$ cat config.mk
export PLATFORM = sky130hd
export DESIGN_NAME = exibe_sequencia
export DESIGN_NICKNAME = d
export VERILOG_FILES = /design/src/rtl/exibe_sequencia.sv
export SDC_FILE = /design/constraint.sdc
export NUM_CORES = 1
export LEC_CHECK = 0
export CORE_MARGIN = 4
export CORE_UTILIZATION = 44
export CTS_CLUSTER_SIZE = 20
export DETAILED_ROUTE_END_ITERATION = 10
export GPL_TIMING_DRIVEN = 1
export PLACE_DENSITY = 0.77
export SETUP_SLACK_MARGIN = 0.05
export SYNTH_ARGS = -nofsm -noshare
export SYNTH_HDL_FRONTEND = slang
export SYNTH_SLANG_ARGS = --single-unit
$ cat constraint.sdc
create_clock -name clock -period 1.6 [get_ports clock]
set_input_delay 0.32 -clock clock [delete_from_list [all_inputs] [get_ports clock]]
set_output_delay 0.32 -clock clock [all_outputs]
set_load 0.03 [all_outputs]
$ cat src/rtl/exibe_sequencia.sv
// exibe_sequencia -- plays back a stored sequence of 4-bit items on the LEDs.
//
// After a start request, the block walks the sequence memory from address 0
// up to the index latched from `limite`. Each item is shown for T_ON cycles
// and followed by T_OFF dark cycles. When the last item's dark gap ends, a
// single-cycle `fim` pulse is raised and the block returns to idle.
//
// Optional feature: define EXIBE_PISCA_FINAL_EN to add a final flash
// (all LEDs on for T_ON cycles) between the last dark gap and `fim`.
//
// Ports:
//   clock      - single clock, all state on the rising edge
//   reset      - asynchronous, active-low reset
//   iniciar    - start request, only honoured while idle
//   abortar    - synchronous abort, overrides every other input
//   limite     - index of the last item of the round (latched at start)
//   dado       - item read combinationally from sequence memory at `endereco`
//   endereco   - registered sequence memory read address
//   leds       - display drive (dado while lit, 4'b1111 during final flash)
//   ocupado    - high whenever the block is not idle
//   fim        - one-cycle end-of-sequence pulse
//   db_estado  - current state code (4'b1001 for an illegal state)
module exibe_sequencia #(
    parameter int unsigned T_ON  = 4,
    parameter int unsigned T_OFF = 2
) (
    input  logic       clock,
    input  logic       reset,
    input  logic       iniciar,
    input  logic       abortar,
    input  logic [3:0] limite,
    input  logic [3:0] dado,
    output logic [3:0] endereco,
    output logic [3:0] leds,
    output logic       ocupado,
    output logic       fim,
    output logic [3:0] db_estado
);

    localparam int unsigned T_MAX = (T_ON > T_OFF) ? T_ON : T_OFF;
    localparam int unsigned TW    = (T_MAX > 1) ? $clog2(T_MAX) : 1;

    typedef enum logic [2:0] {
        OCIOSO  = 3'd0,
        CARREGA = 3'd1,
        ACENDE  = 3'd2,
        APAGA   = 3'd3,
        PROXIMO = 3'd4,
        PISCA   = 3'd5,
        FIM     = 3'd6
    } estado_t;

    estado_t         estado, estado_prox;
    logic [3:0]      endereco_prox;
    logic [3:0]      limite_reg, limite_prox;
    logic [TW-1:0]   timer, timer_prox;

    always_ff @(posedge clock or negedge reset) begin
        if (!reset) begin
            estado     <= OCIOSO;
            endereco   <= '0;
            limite_reg <= '0;
            timer      <= '0;
        end else begin
            estado     <= estado_prox;
            endereco   <= endereco_prox;
            limite_reg <= limite_prox;
            timer      <= timer_prox;
        end
    end

    always_comb begin
        estado_prox   = estado;
        endereco_prox = endereco;
        limite_prox   = limite_reg;
        timer_prox    = timer;
        leds          = '0;
        ocupado       = 1'b1;
        fim           = 1'b0;
        db_estado     = {1'b0, estado};

        case (estado)
            OCIOSO: begin
                ocupado = 1'b0;
                if (iniciar) begin
                    estado_prox   = CARREGA;
                    endereco_prox = '0;
                    limite_prox   = limite;
                    timer_prox    = '0;
                end
            end
            CARREGA: begin
                estado_prox = ACENDE;
                timer_prox  = '0;
            end
            ACENDE: begin
                leds = dado;
                if (timer == TW'(T_ON - 1)) begin
                    estado_prox = APAGA;
                    timer_prox  = '0;
                end else begin
                    timer_prox = timer + TW'(1);
                end
            end
            APAGA: begin
                if (timer == TW'(T_OFF - 1)) begin
                    timer_prox = '0;
                    if (endereco == limite_reg) begin
`ifdef EXIBE_PISCA_FINAL_EN
                        estado_prox = PISCA;
`else
                        estado_prox = FIM;
`endif
                    end else begin
                        estado_prox = PROXIMO;
                    end
                end else begin
                    timer_prox = timer + TW'(1);
                end
            end
            PROXIMO: begin
                endereco_prox = endereco + 4'd1;
                estado_prox   = ACENDE;
                timer_prox    = '0;
            end
`ifdef EXIBE_PISCA_FINAL_EN
            PISCA: begin
                leds = '1;
                if (timer == TW'(T_ON - 1)) begin
                    estado_prox = FIM;
                    timer_prox  = '0;
                end else begin
                    timer_prox = timer + TW'(1);
                end
            end
`endif
            FIM: begin
                fim         = 1'b1;
                estado_prox = OCIOSO;
            end
            default: begin
                // Illegal codes (and PISCA when the final flash is not built)
                // report 4'b1001 and fall back to idle.
                db_estado   = 4'b1001;
                estado_prox = OCIOSO;
                timer_prox  = '0;
            end
        endcase

        // Abort wins over everything, including a start request while idle,
        // so the address and latched limit are left untouched.
        if (abortar) begin
            estado_prox   = OCIOSO;
            endereco_prox = endereco;
            limite_prox   = limite_reg;
            timer_prox    = '0;
        end
    end

endmodule

==> metrics.yaml, run 1 <==
io_buffers: 25
drive_above_1_share_pct: 39.5
setup_ws_ns: -0.0271
clock_latency_ns: 0.27
synth_top_family_by_area: "simple AND/OR/NAND/NOR gates"
grt-ovfl-total: 0
crit_type: "flip-flop to output pin"
r2r_cells: 5
drcViolationCount: 0
yosysWarnings: 0
die_area_sq_um: 2520
start_util_pct: 49.2
tightest_slew_ns: 0.322
cp_max_fo: 6
cts_root_buffer: "clkbuf_4"
fmax_mhz: 615
final_common_cell: "buf_4"
coreArea_sq_um: 1590
tns_ns: -0.0848
seq_area_sq_um: 327
gr-usage-all-layers_pct: 16.2
min_path_type: "primary input to asynchronous set/reset pin"
cp-start-kind: "flip-flop"
ant_nets: 0
powerDensity_nw_per_um2: 644
instances_no_fill: 148
num_antenna_cells: 0
drv_slew: 0
synth-compound-area-share_pct: 15.0
cts_hold_buffers: 0
routabilityCongestion: 0.699
drv_cap: 0
place_area_sq_um: 1100
multi_input_comb_area_sq_um: 480
power.total_uw: 830
arrival_ns: 1.31
reg2reg_from: "estado[2]"
crit_required_ns: 1.28
grt_pass1_vias: 693
syn2layout_area_growth_pct: 64.3
fin_worst_skew_ns: 0.00687
place_inst: 135
pwr-share-seq_pct: 45.6
crit_path_end_kind: "output pin"
layout.nets: 141
synthesis.area_sq_um: 785
antenna_found_initial: 0
clk_path_buf_depth: 2
period_share_pct: 102
clkSinkCount: 13
avgSynthCellArea_sq_um: 9.81
setup_viol: 4
status: "finished with violations"
vias: 763
core.rowCount: 14
hold_viol: 0
p_sw_share_pct: 27.9
synth-simple-area-share_pct: 21.1
fin_area_sq_um: 1290
grt_max_degree: 17
p_leak_nw: 0.595
rsz0062_at_grt: "true"
synthAdderAreaFrac_pct: 6.38
synthXorXnorAreaFrac_pct: 4.47
drtIter0Drc: 11
post_drt_via_cell_ratio: 5.16
num-fill-cells: 94
violations: "negative setup slack"
yosysSeqAreaShare_pct: 41.5
first_pass_iters: 4
synth.distinct_cells: 29
wl_microns: 2050
r2r_end: "timer[1]"
cts.clk_slew.worst_paths_ns: 0.08
synthMuxAreaShare_pct: 8.29
cts_tree: "yes"
ir_worst_vdd_uv: 647
min_period_ns: 1.63
post-route-util_pct: 80.8
die_y_microns: 50.2
cts_made_buffers: 3
io_pins: 26
cts_max_level: 1
die_w_microns: 50.2
ys_seq_elements: 13
power.net_switching_uw: 232
routedWlPerCell_microns: 13.8
p_comb_share_pct: 30.8
grt_pass1_wl_microns: 3120
clockPowerShare_pct: 23.5
p_int_uw: 598
regToRegSetupSlack_ns: 0.07
synth_nets: 96
maxSlewHeadroom_pct: 78.4
dp_hpwl_microns: 1350
final_cell_mix: "19 x buf_4, 12 x dfrtp_1, 11 x clkdlybuf4s50_1, 8 x buf_6, 6 x o21ai_0"
synthCells: 80
[cell type report]
type | count | share of cell area [%]
sequential | 13 | 25.3
tap | 24 | 2.33
timing repair buffer | 44 | 32.4
multi-input combinational | 61 | 37.3
clock buffer | 4 | 2.04
inverter | 2 | 0.583
[metal layers]
layer | track usage (%) | share of wire, % | vias up
met4 | 6.91 | 2.3 | 0
met1 | 18.4 | 40 | 352
met5 | 0 | 0 | -
met2 | 27.0 | 51 | 29
li1 | - | - | 376
met3 | 6.21 | 6.4 | 6
[through the flow]
| step | worst slack, ns | hold WS, ns |
|---|---|---|
| 3_3_place_gp | -0.0528 | 0.509 |
| 5_1_grt | -0.0869 | 0.340 |
| 2_1_floorplan | 0.0526 | 0.0244 |
| 4_1_cts | -0.0635 | 0.346 |
| 6_report | -0.0271 | 0.346 |
| 3_5_place_dp | -0.0712 | 0.517 |
[cell usage after synthesis (all sizes together)]
cell type,number,area (sq um)
o2bb2ai,1,15.0
ha,4,50.1
a32o,1,10.0
nand3,4,20.0
and3,5,31.3
and2,3,18.8
buf,3,15.0
mux2i,2,20.0
inv,2,7.51
o211ai,1,7.51
a22o,1,8.76
a211o,1,8.76
o311ai,1,8.76
mux2,4,45.0
nor2b,2,12.5
a41oi,1,8.76
nand2b,2,12.5
or3,3,18.8
nor3b,1,7.51
clkbuf,1,3.75
nor2,4,15.0
dfrtp,13,325
nor3,2,10.0
nand2,5,18.8
o22ai,1,6.26
o21ai,8,43.8
xnor2,4,35.0
[worst max-delay path by stage]
stage | startpoint | endpoint | cells after the start
CTS | estado[2] | ocupado | 2
global placement | estado[2] | ocupado | 2
finish | estado[0] | leds[0] | 4
floorplan | estado[2] | fim | 3
global route | estado[0] | leds[0] | 4
detailed placement | estado[2] | ocupado | 2
[logic make-up after synthesis]
group,count (synthesis)
xor gates and xnor gates,4
muxes,6
buffers and inverters,6
adders and majority gates,4
DFF,13
and+or+nand+nor,31
AOI/OAI and AO/OA,16
[power groups by stage]
stage	Clock [mW]	Sequential, mW	Combinational [mW]
after detailed placement	0	0.383	0.211
after global routing	0.224	0.382	0.277
after floorplan	0	0.385	0.122
after global placement	0	0.382	0.207
after CTS	0.204	0.376	0.219
final	0.195	0.379	0.256
[timing repair]
action / in CTS / in global routing
gates cloned: 0 / 1
endpoints found under the hold margin: 0 / 0
setup buffers: 3 / 6
pin swaps: 0 / 8
setup endpoints to repair: 11 / 16
gates resized for setup: 19 / 15
[worst max-delay path, stage by stage (launching register included)]
cell and delay [ns]:
dfrtp_2 0.43, buf_8 0.14, nor2_4 0.13, and3_4 0.20, buf_6 0.12
No activity file was read; power rests on OpenSTA's default activity.
==> run 2: changes to the inputs <==
--- a/config.mk
+++ b/config.mk
@@ -5,7 +5,6 @@
 export SDC_FILE = /design/constraint.sdc
 export NUM_CORES = 1
 export LEC_CHECK = 0
-export CORE_MARGIN = 4
 export CORE_UTILIZATION = 44
 export CTS_CLUSTER_SIZE = 20
 export DETAILED_ROUTE_END_ITERATION = 10
==> metrics.yaml, run 2 (synthesis gave the netlist of run 1 again) <==
place_area_sq_um: 1100
grt_pass1_vias: 758
fmax_mhz: 629
num_antenna_cells: 0
tns_ns: 0
grt_max_degree: 17
critPathCapture: "leds[2]"
rsz0062_at_grt: "true"
grt_pass1_wl_microns: 3040
routedWlPerCell_microns: 13.4
cts_hold_buffers: 0
cp-start-kind: "flip-flop"
dp_hpwl_microns: 1320
fin_worst_skew_ns: 0.0112
layout.nets: 137
first_pass_iters: 9
io_pins: 26
tightest_slew_ns: 0.304
final_common_cell: "buf_4"
status: "finished with violations"
post_drt_via_cell_ratio: 5.49
clk_path_buf_depth: 2
die_w_microns: 44.2
violations: "design-rule violations"
reg2reg_from: "estado[2]"
post-route-util_pct: 77.0
ant_nets: 0
drtIter0Drc: 30
p_leak_nw: 0.572
core.rowCount: 14
crit_path_end_kind: "output pin"
cts.clk_slew.worst_paths_ns: 0.08
cp-startpoint: "estado[0]"
holdWs_ns: 0.335
cts_root_buffer: "clkbuf_4"
min_path_type: "primary input to asynchronous set/reset pin"
hold_viol: 0
die_y_microns: 44.2
grt-ovfl-total: 0
min_period_ns: 1.59
clock_latency_ns: 0.28
powerDensity_nw_per_um2: 669
io_buffers: 25
syn2layout_area_growth_pct: 54.7
antenna_found_initial: 0
arrival_ns: 1.27
r2r_end: "timer[1]"
routabilityCongestion: 0.718
cts_tree: "yes"
cts_made_buffers: 3
start_util_pct: 49.8
crit_required_ns: 1.28
drv_slew: 0
period_share_pct: 99.4
vias: 746
final_cell_mix: "17 x buf_4, 13 x dfrtp_1, 11 x clkdlybuf4s50_1, 7 x buf_6, 6 x o21ai_0"
gr-usage-all-layers_pct: 22.3
r2r_cells: 5
wl_microns: 1820
cts_max_level: 1
cp_max_fo: 8
ir_worst_vdd_uv: 705
regToRegSetupSlack_ns: 0.08
fin_area_sq_um: 1210
die_area_sq_um: 1960
coreArea_sq_um: 1580
crit_type: "flip-flop to output pin"
maxSlewHeadroom_pct: 79.6
drcViolationCount: 1
setup_viol: 0
drive_above_1_share_pct: 34.2
clkSinkCount: 13
drv_cap: 0
==> run 2: changes by cell type in the layout (fill, tap and decap cells not counted) <==
cell       delta
nor2b_2       -1
buf_4         -2
buf_6         -1
and3_1        +2
clkbuf_16     -1
nor2b_1       +1
dfrtp_2       -1
and3_4        -2
dfrtp_1       +1
==> run 2: timing repair <==
action / 4_1_cts / 5_1_grt
resized for setup: 20 / 9
setup buffers: 3 / 2
pin swaps: 0 / 7
setup endpoints to repair: 11 / 15
==> run 2: how the worst min path moves through the flow <==
stage                    endpoint  cells past startpoint
floorplan             endereco[0]                      0
global placement    limite_reg[3]                      1
detailed placement  limite_reg[3]                      1
CTS                   endereco[2]                      2
global route          endereco[2]                      2
finish                endereco[1]                      2
==> run 2: worst max-delay path, stage by stage (launching register included) <==
cell and delay (ns):
dfrtp_1 0.40, buf_8 0.15, nor2_4 0.12, and3_4 0.19, buf_6 0.12
==> run 2: stage by stage <==
stage	setup WS, ns	power [mW]	std cells
2_1_floorplan	0.0526	0.506	80
3_3_place_gp	-0.0506	0.589	128
3_5_place_dp	-0.0578	0.597	128
4_1_cts	-0.0672	0.807	135
5_1_grt	-0.0533	0.857	136
6_report	0.0101	0.812	136
==> run 2: where the power goes <==
part           internal, mW  switching, mW  total [mW]
Combinational         0.124          0.108       0.232
Clock                0.0970          0.104       0.201
Sequential            0.359         0.0203       0.379
Total                 0.580          0.232       0.812
==> run 2: layout make-up <==
cell class / instances / area, sq um
Clock buffer: 4 / 26.3
Fill cell: 119 / 363
Inverter: 2 / 7.51
Multi-Input combinational cell: 61 / 468
Sequential cell: 13 / 325
Tap cell: 16 / 20.0
Timing Repair Buffer: 40 / 367
==> run 2: routing by layer <==
metal	global-route usage [%]	routed length, microns	vias to the layer above
li1	-	-	368
met1	22.2	698	348
met2	39.4	937	26
met3	8.16	146	4
met4	12.7	38	0
met5	0	0	-
==> run 3: changes to the inputs <==
--- a/config.mk
+++ b/config.mk
@@ -10,7 +10,7 @@
 export DETAILED_ROUTE_END_ITERATION = 10
 export GPL_TIMING_DRIVEN = 1
 export PLACE_DENSITY = 0.77
-export SETUP_SLACK_MARGIN = 0.05
+export SLEW_MARGIN = 15
 export SYNTH_ARGS = -nofsm -noshare
 export SYNTH_HDL_FRONTEND = slang
 export SYNTH_SLANG_ARGS = --single-unit
==> metrics.yaml, run 3 (synthesis gave the netlist of run 1 again) <==
tightest_slew_ns: 0.348
num_antenna_cells: 0
grt_util_met3_pct: 8.16
io_buffers: 25
routabilityCongestion: 0.718
setup_ws_ns: 0.0141
die_area_sq_um: 1960
regToRegSetupSlack_ns: 0.06
die_y_microns: 44.2
gr-usage-all-layers_pct: 21.6
crit_type: "flip-flop to output pin"
min_period_ns: 1.59
grt_pass1_wl_microns: 2940
cts_tree: "yes"
post-place-ws_ns: -0.0578
place_inst: 128
seq_area_sq_um: 325
drive_above_1_share_pct: 35.0
crit_required_ns: 1.28
r2r_cells: 5
syn2layout_area_growth_pct: 56.1
instances_no_fill: 139
routedWlPerCell_microns: 14.0
layout.nets: 140
ant_nets: 0
ir_worst_vdd_uv: 711
first_pass_iters: 9
fin_worst_skew_ns: 0.0117
wl_microns: 1940
r2r_end: "timer[1]"
cp.depth: 4
critPathMostFrequentCell: "buf_6"
crit_path_end_kind: "output pin"
tns_ns: 0
grt_use_met1_pct: 23.0
powerDensity_nw_per_um2: 661
cts_root_buffer: "clkbuf_4"
drcViolationCount: 3
top_usage_layer: "met2"
vias: 758
io_pins: 26
drtIter0Drc: 28
multi_input_comb_area_sq_um: 463
cts.clk_slew.worst_paths_ns: 0.08
holdWs_ns: 0.334
drv_cap: 0
cts_max_level: 1
clk_path_buf_depth: 2
num-fill-cells: 120
min_path_type: "primary input to asynchronous set/reset pin"
status: "finished with violations"
period_share_pct: 99.1
hold_viol: 0
fmax_mhz: 631
critPathTopFamily: "flip-flops"
place_area_sq_um: 1100
grt-ovfl-total: 0
antenna_found_initial: 0
critical-path-max-stage-delay_ns: 0.39
cts_hold_buffers: 0
rsz0062_at_grt: "true"
clkSinkCount: 13
setup_viol: 0
drv_slew: 0
reg2reg_from: "estado[2]"
final_cell_mix: "20 x buf_4, 13 x dfrtp_1, 11 x clkdlybuf4s50_1, 6 x o21ai_0, 6 x buf_6"
slowest_stage: "dfrtp_1"
p_leak_nw: 0.587
cp-start-kind: "flip-flop"
worstPathCellList: "buf_6 -> nor2_4 -> and3_1 -> buf_6"
clock_latency_ns: 0.29
post_drt_via_cell_ratio: 5.45
cp.buffers_inverters: 2
core.rowCount: 14
gr-usage-met2_pct: 36.8
power.total_uw: 809
die_w_microns: 44.2
arrival_ns: 1.27
dp_hpwl_microns: 1320
violations: "design-rule violations"
start_util_pct: 49.8
maxSlewHeadroom_pct: 76.6
cts_made_buffers: 3
grt_pass1_vias: 706
fin_area_sq_um: 1220
cp_max_fo: 9
grt_max_degree: 17
final_common_cell: "buf_4"
post-route-util_pct: 77.7
coreArea_sq_um: 1580
-- run 3: cell count changes in the layout (fill, tap and decap cells not counted) --
cell     previous run  this run
buf_2               0         1
buf_4              17        20
buf_6               7         6
nand3_1             3         4
nand3_2             1         0
-- run 3: worst max path at each step --
| stage | from | to | slack, ns |
|---|---|---|---|
| 2_1_floorplan | estado[2] | fim | 0.05 |
| 3_3_place_gp | estado[2] | ocupado | -0.05 |
| 3_5_place_dp | estado[2] | ocupado | -0.06 |
| 4_1_cts | estado[2] | ocupado | -0.08 |
| 5_1_grt | estado[2] | leds[2] | -0.04 |
| 6_report | estado[2] | leds[1] | 0.01 |
-- run 3: final cells by class --
| class | instances | share of cell area [%] |
|---|---|---|
| timing repair buffer | 43 | 31.3 |
| multi-input combinational | 61 | 37.8 |
| inverter | 2 | 0.613 |
| tap | 16 | 1.63 |
| sequential | 13 | 26.6 |
| clock buffer | 4 | 2.15 |
-- run 3: where the power goes --
| group | internal (mW) | switching [mW] | total (mW) |
|---|---|---|---|
| clock | 0.0970 | 0.104 | 0.201 |
| sequential | 0.359 | 0.0206 | 0.379 |
| combinational | 0.121 | 0.108 | 0.229 |
-- run 3: what timing repair did --
item	in CTS	in global routing
buffers inserted	0	7
endpoints found under the setup margin	11	7
pin swaps	1	0
gates resized for setup	15	9
-- run 3: per-layer routing --
layer | routed length [microns] | vias up | share of wire [%]
li1 | - | 376 | -
met1 | 773 | 352 | 40
met2 | 987 | 26 | 51
met3 | 145 | 4 | 7.5
met4 | 36 | 0 | 1.9
met5 | 0 | - | 0
